## config.mk

```make
export PLATFORM = sky130hd
export DESIGN_NAME = kalman_system_flat
export DESIGN_NICKNAME = d
export VERILOG_FILES = /design/src/rtl/kalman_if.sv /design/src/rtl/kalman_system.sv /design/src/flat_wrapper.sv
export SDC_FILE = /design/constraint.sdc
export NUM_CORES = 2
export LEC_CHECK = 0
export ABC_CLOCK_PERIOD_IN_PS = 13400
export BUFFER_PORTS_ARGS = -buffer_cell sky130_fd_sc_hd__buf_4
export CORE_ASPECT_RATIO = 2
export CORE_MARGIN = 1
export CORE_UTILIZATION = 60
export DETAILED_ROUTE_END_ITERATION = 12
export PLACE_DENSITY = 0.77
export SETUP_SLACK_MARGIN = 0.2
export SLEW_MARGIN = 20
export SYNTH_ARGS = -nofsm -noshare
export SYNTH_HDL_FRONTEND = slang
export SYNTH_SLANG_ARGS = --single-unit
```

## constraint.sdc

```tcl
create_clock -name clk -period 13.4 [get_ports clk]
set_input_delay 0.67 -clock clk [delete_from_list [all_inputs] [get_ports clk]]
set_output_delay 0.67 -clock clk [all_outputs]
set_load 0.03 [all_outputs]
```

## src/rtl/kalman_if.sv

```systemverilog
// kalman_if: measurement / estimate bundle for kalman_system.
//   adc_dat_a_i : measurement z, 14-bit two's complement
//   adc_dat_b_i : bit 0 is the sample-valid strobe, bits 13:1 unused
//   x_dat       : filtered state estimate, signed 16-bit
//   x_valid     : one-cycle pulse when x_dat updates
//   busy        : high while an update is in progress
//   dac_dat_o   : x_dat saturated to signed 14-bit
// master = sample source / result sink, slave = the filter.
interface kalman_if;
    logic [13:0] adc_dat_a_i;
    logic [13:0] adc_dat_b_i;
    logic [15:0] x_dat;
    logic        x_valid;
    logic        busy;
    logic [13:0] dac_dat_o;

    modport master (
        output adc_dat_a_i,
        output adc_dat_b_i,
        input  x_dat,
        input  x_valid,
        input  busy,
        input  dac_dat_o
    );

    modport slave (
        input  adc_dat_a_i,
        input  adc_dat_b_i,
        output x_dat,
        output x_valid,
        output busy,
        output dac_dat_o
    );
endinterface

```

## src/rtl/kalman_system.sv

```systemverilog
// kalman_system: scalar fixed-point Kalman filter (random-walk model).
// Per accepted sample: predict covariance, compute gain with a 16-cycle
// restoring divider, update state and covariance, then publish.
// Ports:
//   clk : sample clock, all state updates on rising edge
//   rst : synchronous active-high reset
//   bus : kalman_if.slave (measurement in, estimate / DAC code out)
// Latency: capture edge N -> x_valid visible after edge N+19; IDLE again at N+20.
module kalman_system #(
    parameter int unsigned Q_NOISE = 16,
    parameter int unsigned R_NOISE = 4096,
    parameter int unsigned P_INIT  = 4096
) (
    input logic     clk,
    input logic     rst,
    kalman_if.slave bus
);

    localparam logic [16:0] QN = 17'(Q_NOISE);
    localparam logic [16:0] RN = 17'(R_NOISE);
    localparam logic [15:0] PI = 16'(P_INIT);

    typedef enum logic [2:0] {IDLE, PRED, DIV, UPD, OUT} state_t;

    state_t             state_q, state_d;
    logic signed [15:0] z_q;
    logic signed [15:0] x_q;
    logic        [15:0] p_q;
    logic        [15:0] pp_q;
    logic        [16:0] den_q;
    logic        [16:0] rem_q;
    logic        [15:0] k_q;
    logic        [3:0]  cnt_q;
    logic signed [15:0] xn_q;
    logic        [15:0] pn_q;
    logic               x_valid_q;
    logic        [13:0] dac_q;

    // Prediction: Pp = min(P + Q, 65535)
    logic [16:0] pp_sum;
    logic [15:0] pp;
    always_comb begin
        pp_sum = {1'b0, p_q} + QN;
        pp     = pp_sum[16] ? 16'hFFFF : pp_sum[15:0];
    end

    // One restoring-division step. rem_q < den_q always holds, so the
    // shifted remainder fits 18 bits and the kept remainder fits 17.
    logic [17:0] rem_sh;
    logic [17:0] rem_sub;
    logic        rem_ge;
    always_comb begin
        rem_sh  = {rem_q, 1'b0};
        rem_sub = rem_sh - {1'b0, den_q};
        rem_ge  = rem_sh >= {1'b0, den_q};
    end

    // Update: x' = sat16(x + ((K*d) >>> 16)), P' = Pp - floor(K*Pp / 2^16).
    // Taking the top bits of the signed product is the floor shift.
    logic signed [16:0] d;
    logic signed [33:0] kd;
    logic signed [17:0] corr;
    logic signed [18:0] xs;
    logic signed [15:0] xn;
    logic        [31:0] kp;
    logic        [15:0] pn;
    always_comb begin
        d    = {z_q[15], z_q} - {x_q[15], x_q};
        kd   = 34'($signed({1'b0, k_q})) * 34'(d);
        corr = kd[33:16];
        xs   = {{3{x_q[15]}}, x_q} + {corr[17], corr};
        if (xs > 19'sd32767) begin
            xn = 16'sh7FFF;
        end else if (xs < -19'sd32768) begin
            xn = 16'sh8000;
        end else begin
            xn = xs[15:0];
        end
        kp = k_q * pp_q;
        pn = pp_q - kp[31:16];
    end

    // DAC code: estimate clamped to [-8192, 8191]
    logic [13:0] dac_sat;
    always_comb begin
        if (xn_q > 16'sd8191) begin
            dac_sat = 14'h1FFF;
        end else if (xn_q < -16'sd8192) begin
            dac_sat = 14'h2000;
        end else begin
            dac_sat = xn_q[13:0];
        end
    end

    always_comb begin
        state_d = state_q;
        unique case (state_q)
            IDLE:    if (bus.adc_dat_b_i[0]) state_d = PRED;
            PRED:    state_d = DIV;
            DIV:     if (cnt_q == 4'd15) state_d = UPD;
            UPD:     state_d = OUT;
            OUT:     state_d = IDLE;
            default: state_d = IDLE;
        endcase
    end

    always_ff @(posedge clk) begin
        if (rst) begin
            state_q <= IDLE;
        end else begin
            state_q <= state_d;
        end
    end

    always_ff @(posedge clk) begin
        if (rst) begin
            z_q       <= '0;
            x_q       <= '0;
            p_q       <= PI;
            pp_q      <= '0;
            den_q     <= '0;
            rem_q     <= '0;
            k_q       <= '0;
            cnt_q     <= '0;
            xn_q      <= '0;
            pn_q      <= '0;
            x_valid_q <= 1'b0;
            dac_q     <= '0;
        end else begin
            x_valid_q <= 1'b0;
            unique case (state_q)
                IDLE: begin
                    if (bus.adc_dat_b_i[0]) begin
                        z_q <= {{2{bus.adc_dat_a_i[13]}}, bus.adc_dat_a_i};
                    end
                end
                PRED: begin
                    pp_q  <= pp;
                    den_q <= {1'b0, pp} + RN;
                    rem_q <= {1'b0, pp};
                    k_q   <= '0;
                    cnt_q <= '0;
                end
                DIV: begin
                    rem_q <= rem_ge ? rem_sub[16:0] : rem_sh[16:0];
                    k_q   <= {k_q[14:0], rem_ge};
                    cnt_q <= cnt_q + 4'd1;
                end
                UPD: begin
                    xn_q <= xn;
                    pn_q <= pn;
                end
                OUT: begin
                    x_q       <= xn_q;
                    p_q       <= pn_q;
                    dac_q     <= dac_sat;
                    x_valid_q <= 1'b1;
                end
                default: ;
            endcase
        end
    end

    assign bus.x_dat     = x_q;
    assign bus.x_valid   = x_valid_q;
    assign bus.busy      = (state_q != IDLE);
    assign bus.dac_dat_o = dac_q;

    logic unused_bits;
    assign unused_bits = ^{bus.adc_dat_b_i[13:1], kd[15:0], kp[15:0], rem_sub[17]};

endmodule

```

## src/flat_wrapper.sv

```systemverilog
// flat-port wrapper written by rule: the top's interface ports become plain ports
module kalman_system_flat 
#(
    parameter int unsigned Q_NOISE = 16,
    parameter int unsigned R_NOISE = 4096,
    parameter int unsigned P_INIT  = 4096
)
  (clk, rst, bus_adc_dat_a_i, bus_adc_dat_b_i, bus_x_dat, bus_x_valid, bus_busy, bus_dac_dat_o);
  kalman_if bus_i ();
  input logic clk;
  input logic rst;
  input wire logic [$bits(bus_i.adc_dat_a_i)-1:0] bus_adc_dat_a_i;
  input wire logic [$bits(bus_i.adc_dat_b_i)-1:0] bus_adc_dat_b_i;
  output wire logic [$bits(bus_i.x_dat)-1:0] bus_x_dat;
  output wire logic [$bits(bus_i.x_valid)-1:0] bus_x_valid;
  output wire logic [$bits(bus_i.busy)-1:0] bus_busy;
  output wire logic [$bits(bus_i.dac_dat_o)-1:0] bus_dac_dat_o;
  assign bus_i.adc_dat_a_i = bus_adc_dat_a_i;
  assign bus_i.adc_dat_b_i = bus_adc_dat_b_i;
  assign bus_x_dat = bus_i.x_dat;
  assign bus_x_valid = bus_i.x_valid;
  assign bus_busy = bus_i.busy;
  assign bus_dac_dat_o = bus_i.dac_dat_o;
  kalman_system #(.Q_NOISE(Q_NOISE), .R_NOISE(R_NOISE), .P_INIT(P_INIT)) u_core (.clk(clk), .rst(rst), .bus(bus_i));
endmodule
```

=== After elaboration in Yosys (flattened, before gate mapping) ===
Cells that the tools add are included.

* $add $sub $neg: 7
* Reduce and logical (&&, ||, !) cells: 5
* Multiplexer cells: 13
* Magnitude comparators: 5
* Equal/unequal tests: 7
* Multiply operators: 2

{| class="wikitable"
|+ Operator list
! kind !! count
|-
| $mux W16 || 3
|-
| $mul A17 B17 Y34 || 1
|-
| $pmux W17 S2 || 1
|-
| $mul A16 B16 Y32 || 1
|-
| $pmux W16 S2 || 1
|-
| $mux W14 || 2
|-
| $add A16 B18 Y19 || 1
|-
| $gt A19 B16 Y1 const B || 1
|-
| $lt A19 B16 Y1 const B || 1
|-
| $ge A18 B17 Y1 || 1
|-
| $add A16 B13 Y17 const B || 1
|-
| $add A16 B5 Y17 const B || 1
|-
| $mux W17 || 1
|-
| $sub A14 B16 Y17 || 1
|-
| $sub A17 B17 Y17 || 1
|-
| $gt A16 B14 Y1 const B || 1
|-
| $lt A16 B14 Y1 const B || 1
|-
| $sub A16 B16 Y16 || 1
|-
| $pmux W3 S4 || 1
|-
| $pmux W4 S2 || 1
|-
| $eq A3 B2 Y1 const B || 2
|-
| $mux W3 || 2
|-
| $add A4 B1 Y4 const B || 1
|-
| $eq A4 B4 Y1 const B || 1
|-
| 9 further kinds || 10
|}

* Bits in registers: 166
* Logic and storage cells: 52
* Output and inout bits: 32

=== Logic depth before layout (Yosys ltp) ===
* Depth in word-level cells: 6
* Depth in mapped cells: 47
* Mapped depth without buffers: 46

=== Worst setup path before layout ===
OpenSTA, ideal clock, no wires.

* Kind: register to register
* Start: register u_core.x_q[1], in the netlist u_core.bus.x_dat[1]
* End: register u_core.xn_q[10]
* Data arrival time: 10163 ps
* Slack: 3122 ps
* Stages on the path, launching flop included: 42
* Period minus slack after synthesis: 10278 ps
* Setup time: 115 ps
* Path through: dfxtp_1 > inv_1 > ha_1 > nor2b_1 > o21ai_0 > a21boi_0 > o21ai_0 > a21oi_1 > a211oi_1 > nor3_1 > o31ai_1 > a21oi_1 > clkbuf_1 > nand3b_1 > fa_1 > fa_1 > inv_1 > fa_1 > [... 6 more ...] > nor2b_1 > a2111o_1 > a31o_2 > o21ai_2 > nor2_1 > a211o_1 > a21oi_2 > xnor2_1 > ha_1 > a2111o_1 > a21oi_1 > nor2_1 > a41oi_1 > a31o_2 > o21ai_2 > o21bai_2 > buf_6 > nor2_1

* Cells in the longest elaborated chain, start to end: 6
* Elaborated cells between the ends (all ways): 7
* Classes of those cells: add/sub (2); mul (1); order compare (2); mux (2)

{| class="wikitable"
|+ Ends and longest elaborated chain
! element !! line !! text
|-
| from (decl) || kalman_system.sv:27 || <nowiki>logic signed [15:0] x_q;</nowiki>
|-
| from (signal assigned) || kalman_system.sv:154 || <nowiki>x_q <= xn_q;</nowiki>
|-
| $sub A14 B16 Y17 || kalman_system.sv:68 || <nowiki>d = {z_q[15], z_q} - {x_q[15], x_q};</nowiki>
|-
| $mul A17 B17 Y34 || kalman_system.sv:69 || <nowiki>kd = 34'($signed({1'b0, k_q})) * 34'(d);</nowiki>
|-
| $add A16 B18 Y19 * || kalman_system.sv:71 || <nowiki>xs = {{3{x_q[15]}}, x_q} + {corr[17], corr};</nowiki>
|-
| $lt A19 B16 Y1 || kalman_system.sv:74 || <nowiki>end else if (xs < -19'sd32768) begin</nowiki>
|-
| $mux W16 || kalman_system.sv:74 ||
|-
| $mux W16 * || kalman_system.sv:72 || <nowiki>if (xs > 19'sd32767) begin</nowiki>
|-
| to (signal assigned) || kalman_system.sv:150 || <nowiki>xn_q <= xn;</nowiki>
|-
| to (decl) || kalman_system.sv:34 || <nowiki>logic signed [15:0] xn_q;</nowiki>
|}

Every way passes the cells marked *; elsewhere a longest branch is shown, timed or not.
A chain may end at the register's enable or synchronous reset.

=== Worst setup path in the final report ===
* Start: register u_core.x_q[1], in the netlist u_core.bus.x_dat[1]
* End: register u_core.xn_q[7]

The elaborated chain is that of the path after synthesis.

==> run_results.csv <==
group,metric,value,unit
final_layout,multi_input_area,19800,µm²
final_layout,most-common-layout-cells,"inv_1 (529), nand2_1 (505), fa_1 (405)",
final_layout,syn2layout_area_growth,5.31,%
clocking,postCtsSetupBuffers,0,
timing,max_freq,83.8,MHz
synthesis,muxShareOfSynthArea,0.00482,
placement,dp.final_hpwl,52100,µm
synthesis,synth_top_family_by_area,"adder cells",
timing,grt_setup_unrepaired,"false",
routing,drt_iter0_drc,1069,
synthesis,synth_top_cell_area_share,0.318,
critical_path,cp_slowest_stage_delay,570,ps
critical_path,reg2regPathDepth,39,
timing,setup_viol,0,
clocking,cts_resized,0,
critical_path,cp.arrival,12230,ps
synthesis,ys_seq_elements,154,
clocking,cts_made_buffers,17,
flow_run,drv_cap,0,
global_route,grt_pass1_vias,22748,
die,core,41800,µm²
final_layout,seqCellArea,3080,µm²
critical_path,path_class,"register to register",
timing,period_share,0.890,
routing,wl,67100,µm
critical_path,cp_common_cell,"fa_1",
synthesis,synthSimpleGateAreaFrac,0.175,
synthesis,synth_edf_count,0,
critical_path,worst-path-buf-inv,2,
placement,gp_congestion,0.948,
routing,route.detailed.drc,0,
min_path,hold_start,"u_core.pn_q[5]",
synthesis,syn_area,25500,µm²
synthesis,ys.flop_type,"dfxtp_1",
clocking,clk_path_buf_depth,2,
power,cellLeakagePower,13.3,nW
critical_path,crit_required,13700,ps
timing,relSlewSlack,0.220,
final_layout,final_common_cell,"inv_1",
final_layout,fillerInstances,3531,
final_layout,post_route_cells_drive_above_1_share,0.0525,
global_route,globalRouteTotalUtil,0.329,
routing,vias_per_cell,5.91,
critical_path,r2r-end,"u_core.xn_q[7]",
global_route,antenna_found_initial,0,
clocking,root_buffer,"clkbuf_16",
synthesis,synth.area.top_cells,"fa_1 (32%), ha_1 (15%), dfxtp_1 (12%)",
global_route,grt_max_degree,92,
routing,firstDrtPassIters,8,
timing,fin_crit,11930,ps
synthesis,synth_fa_ha_area_frac,0.464,
timing,hold_violations,0,
synthesis,synth_cell_types,73,
placement,dp_cells,3481,
global_route,grt_pass1_wl,111000,µm
placement,io_buffers,48,
clocking,hold_buffers,0,
final_layout,final_util,0.642,
power,fin_total_pwr,1.68,mW
power,peakVddDrop,0.194,mV
critical_path,r2r_slack,1470,ps
die,initial_utilization,0.609,
timing,worst_pin_slew,1160,ps
routing,antenna_left,0,
clocking,cts.sinks,154,
routing,dr_total_vias,20771,
min_path,hp-class,"register to register",
clocking,cts_tree,"yes",
min_path,hold_path_depth,2,
critical_path,cp-start-kind,"register",
status,status,"finished, final reports clean",
clocking,htree_levels,4,
die,dieHeight,293,µm
power,power.density,62.5,nW/µm²
min_path,whs_endpoint,"u_core.p_q[5]",
die,io_pins,62,
final_layout,final_nets,3691,
synthesis,synth_cells,3009,
critical_path,crit_slowest_cell,"fa_1",
synthesis,syn-num-nets,3740,
routing,post_drt_wl_per_cell,19.1,µm
timing,fin_tns_setup,0,ps
synthesis,synth_xor_area_frac,0.0311,
critical_path,critPathMaxFanout,16,
die,dieArea,43300,µm²
timing,finClkSkew,10.7,ps
synthesis,yosys.area.top_type,"fa_1",
die,die_w,148,µm
global_route,grt-ovfl-total,0,
synthesis,synth_compound_gate_area_share,0.101,
synthesis,ys_warn_count,0,
synthesis,synth.avg_cell_area,8.46,µm²
clocking,clkTransAtPathRegs,70,ps
synthesis,synth-seq-area-share,0.121,
critical_path,r2r-start,"u_core.bus.x_dat[1]",
die,rows,106,
clocking,clock_latency,450,ps
synthesis,async_reset_ff_frac,0,
timing,slew_viol_final,0,
critical_path,critPathTopFamily,"compound AO/OA/AOI/OAI gates",
timing,holdWs,454,ps
critical_path,cp-end-kind,"register",
final_layout,stdcell_count,3514,
[final cells by class]
type,count,area share
multi-input cells,2167,0.738
flip-flops and latches,154,0.115
inverters,529,0.0741
repair buffers,91,0.0255
well taps,540,0.0252
clock buffers,17,0.0159
clock inverters,15,0.00607
diodes,1,0.0000933
[registers in the layout, indices dropped and copies added, names as in the netlist]
| register | count |
|---|---|
| u_core.bus.dac_dat_o | 14 |
| u_core.xn_q | 16 |
| u_core.k_q | 16 |
| u_core.pn_q | 16 |
| u_core.pp_q | 4 |
| u_core.state_q | 3 |
| u_core.rem_q | 17 |
| u_core.bus.x_dat | 16 |
| u_core.p_q | 16 |
| u_core.den_q | 17 |
| u_core.z_q | 14 |
| u_core.cnt_q | 4 |
| u_core.bus.x_valid | 1 |
[metrics by stage]
| step | cell area [µm²] | setup WS [ps] |
|---|---|---|
| detailed placement | 26200 | 1570 |
| global route | 26800 | 614 |
| CTS | 26800 | 1530 |
| global placement | 26200 | 1830 |
| floorplan | 25500 | 3120 |
| finish | 26800 | 1470 |
[synthesized netlist by cell type, types with 8 or more instances]
cell type and number:
and2_1 155, o22ai_1 23, nor2_1 126, nand3b_1 16, and3b_1 10, a21oi_1 155
and3_1 10, inv_1 529, o21a_1 11, mux2i_1 10, nand2_1 505, a21o_1 35
fa_1 405, or2_2 12, a211oi_1 25, a31oi_1 9, nand4_1 13, ha_1 296
dfxtp_1 154, xnor2_1 55, xor2_1 31, or3_1 8, nor2b_1 41, nand3_1 27
a22oi_1 18, o21ai_0 54, nor3_1 19, nand2b_1 15, clkbuf_1 143
[worst max-delay path by stage]
stage,end,cells after the start,startpoint
CTS,u_core.xn_q[7],39,u_core.bus.x_dat[1]
floorplan,u_core.xn_q[10],41,u_core.bus.x_dat[1]
global placement,u_core.xn_q[7],39,u_core.bus.x_dat[1]
finish,u_core.xn_q[7],39,u_core.bus.x_dat[1]
detailed placement,u_core.xn_q[7],39,u_core.bus.x_dat[1]
global route,u_core.xn_q[10],39,u_core.bus.x_dat[1]
[power breakdown]
group	switching [mW]	leakage (nW)	internal, mW
Sequential	0.0240	1.25	0.474
Clock	0.219	0.287	0.278
Combinational	0.427	11.7	0.256
Total	0.670	13.3	1.01
[logic make-up (layout without fill, tap and decap cells)]
group,Yosys count,count (layout)
AO/OA/AOI/OAI,400,400
other,0,1
XOR/XNOR,88,88
AND/OR/NAND/NOR,966,966
multiplexers,12,12
flip-flops,154,154
adder cells (fa/ha/maj),701,701
buffers and inverters,688,652
[routing by layer]
metal,vias to the layer above,share of wire,global-route usage
li1,9314,-,-
met5,-,0,0
met1,10370,0.33,0.328
met3,305,0.051,0.0374
met4,0,0.070,0.226
met2,782,0.55,0.625
[worst register-to-register path: cells and delay by family (launching register included)]
family	cells	cell delay (ps)
AOI/OAI and AO/OA	19	5320
xor gates and xnor gates	1	170
adders and majority gates	9	4110
buffers and inverters	2	150
DFF	1	510
and+or+nand+nor	8	1510
Note: power is estimated with default switching activity, not from simulation.
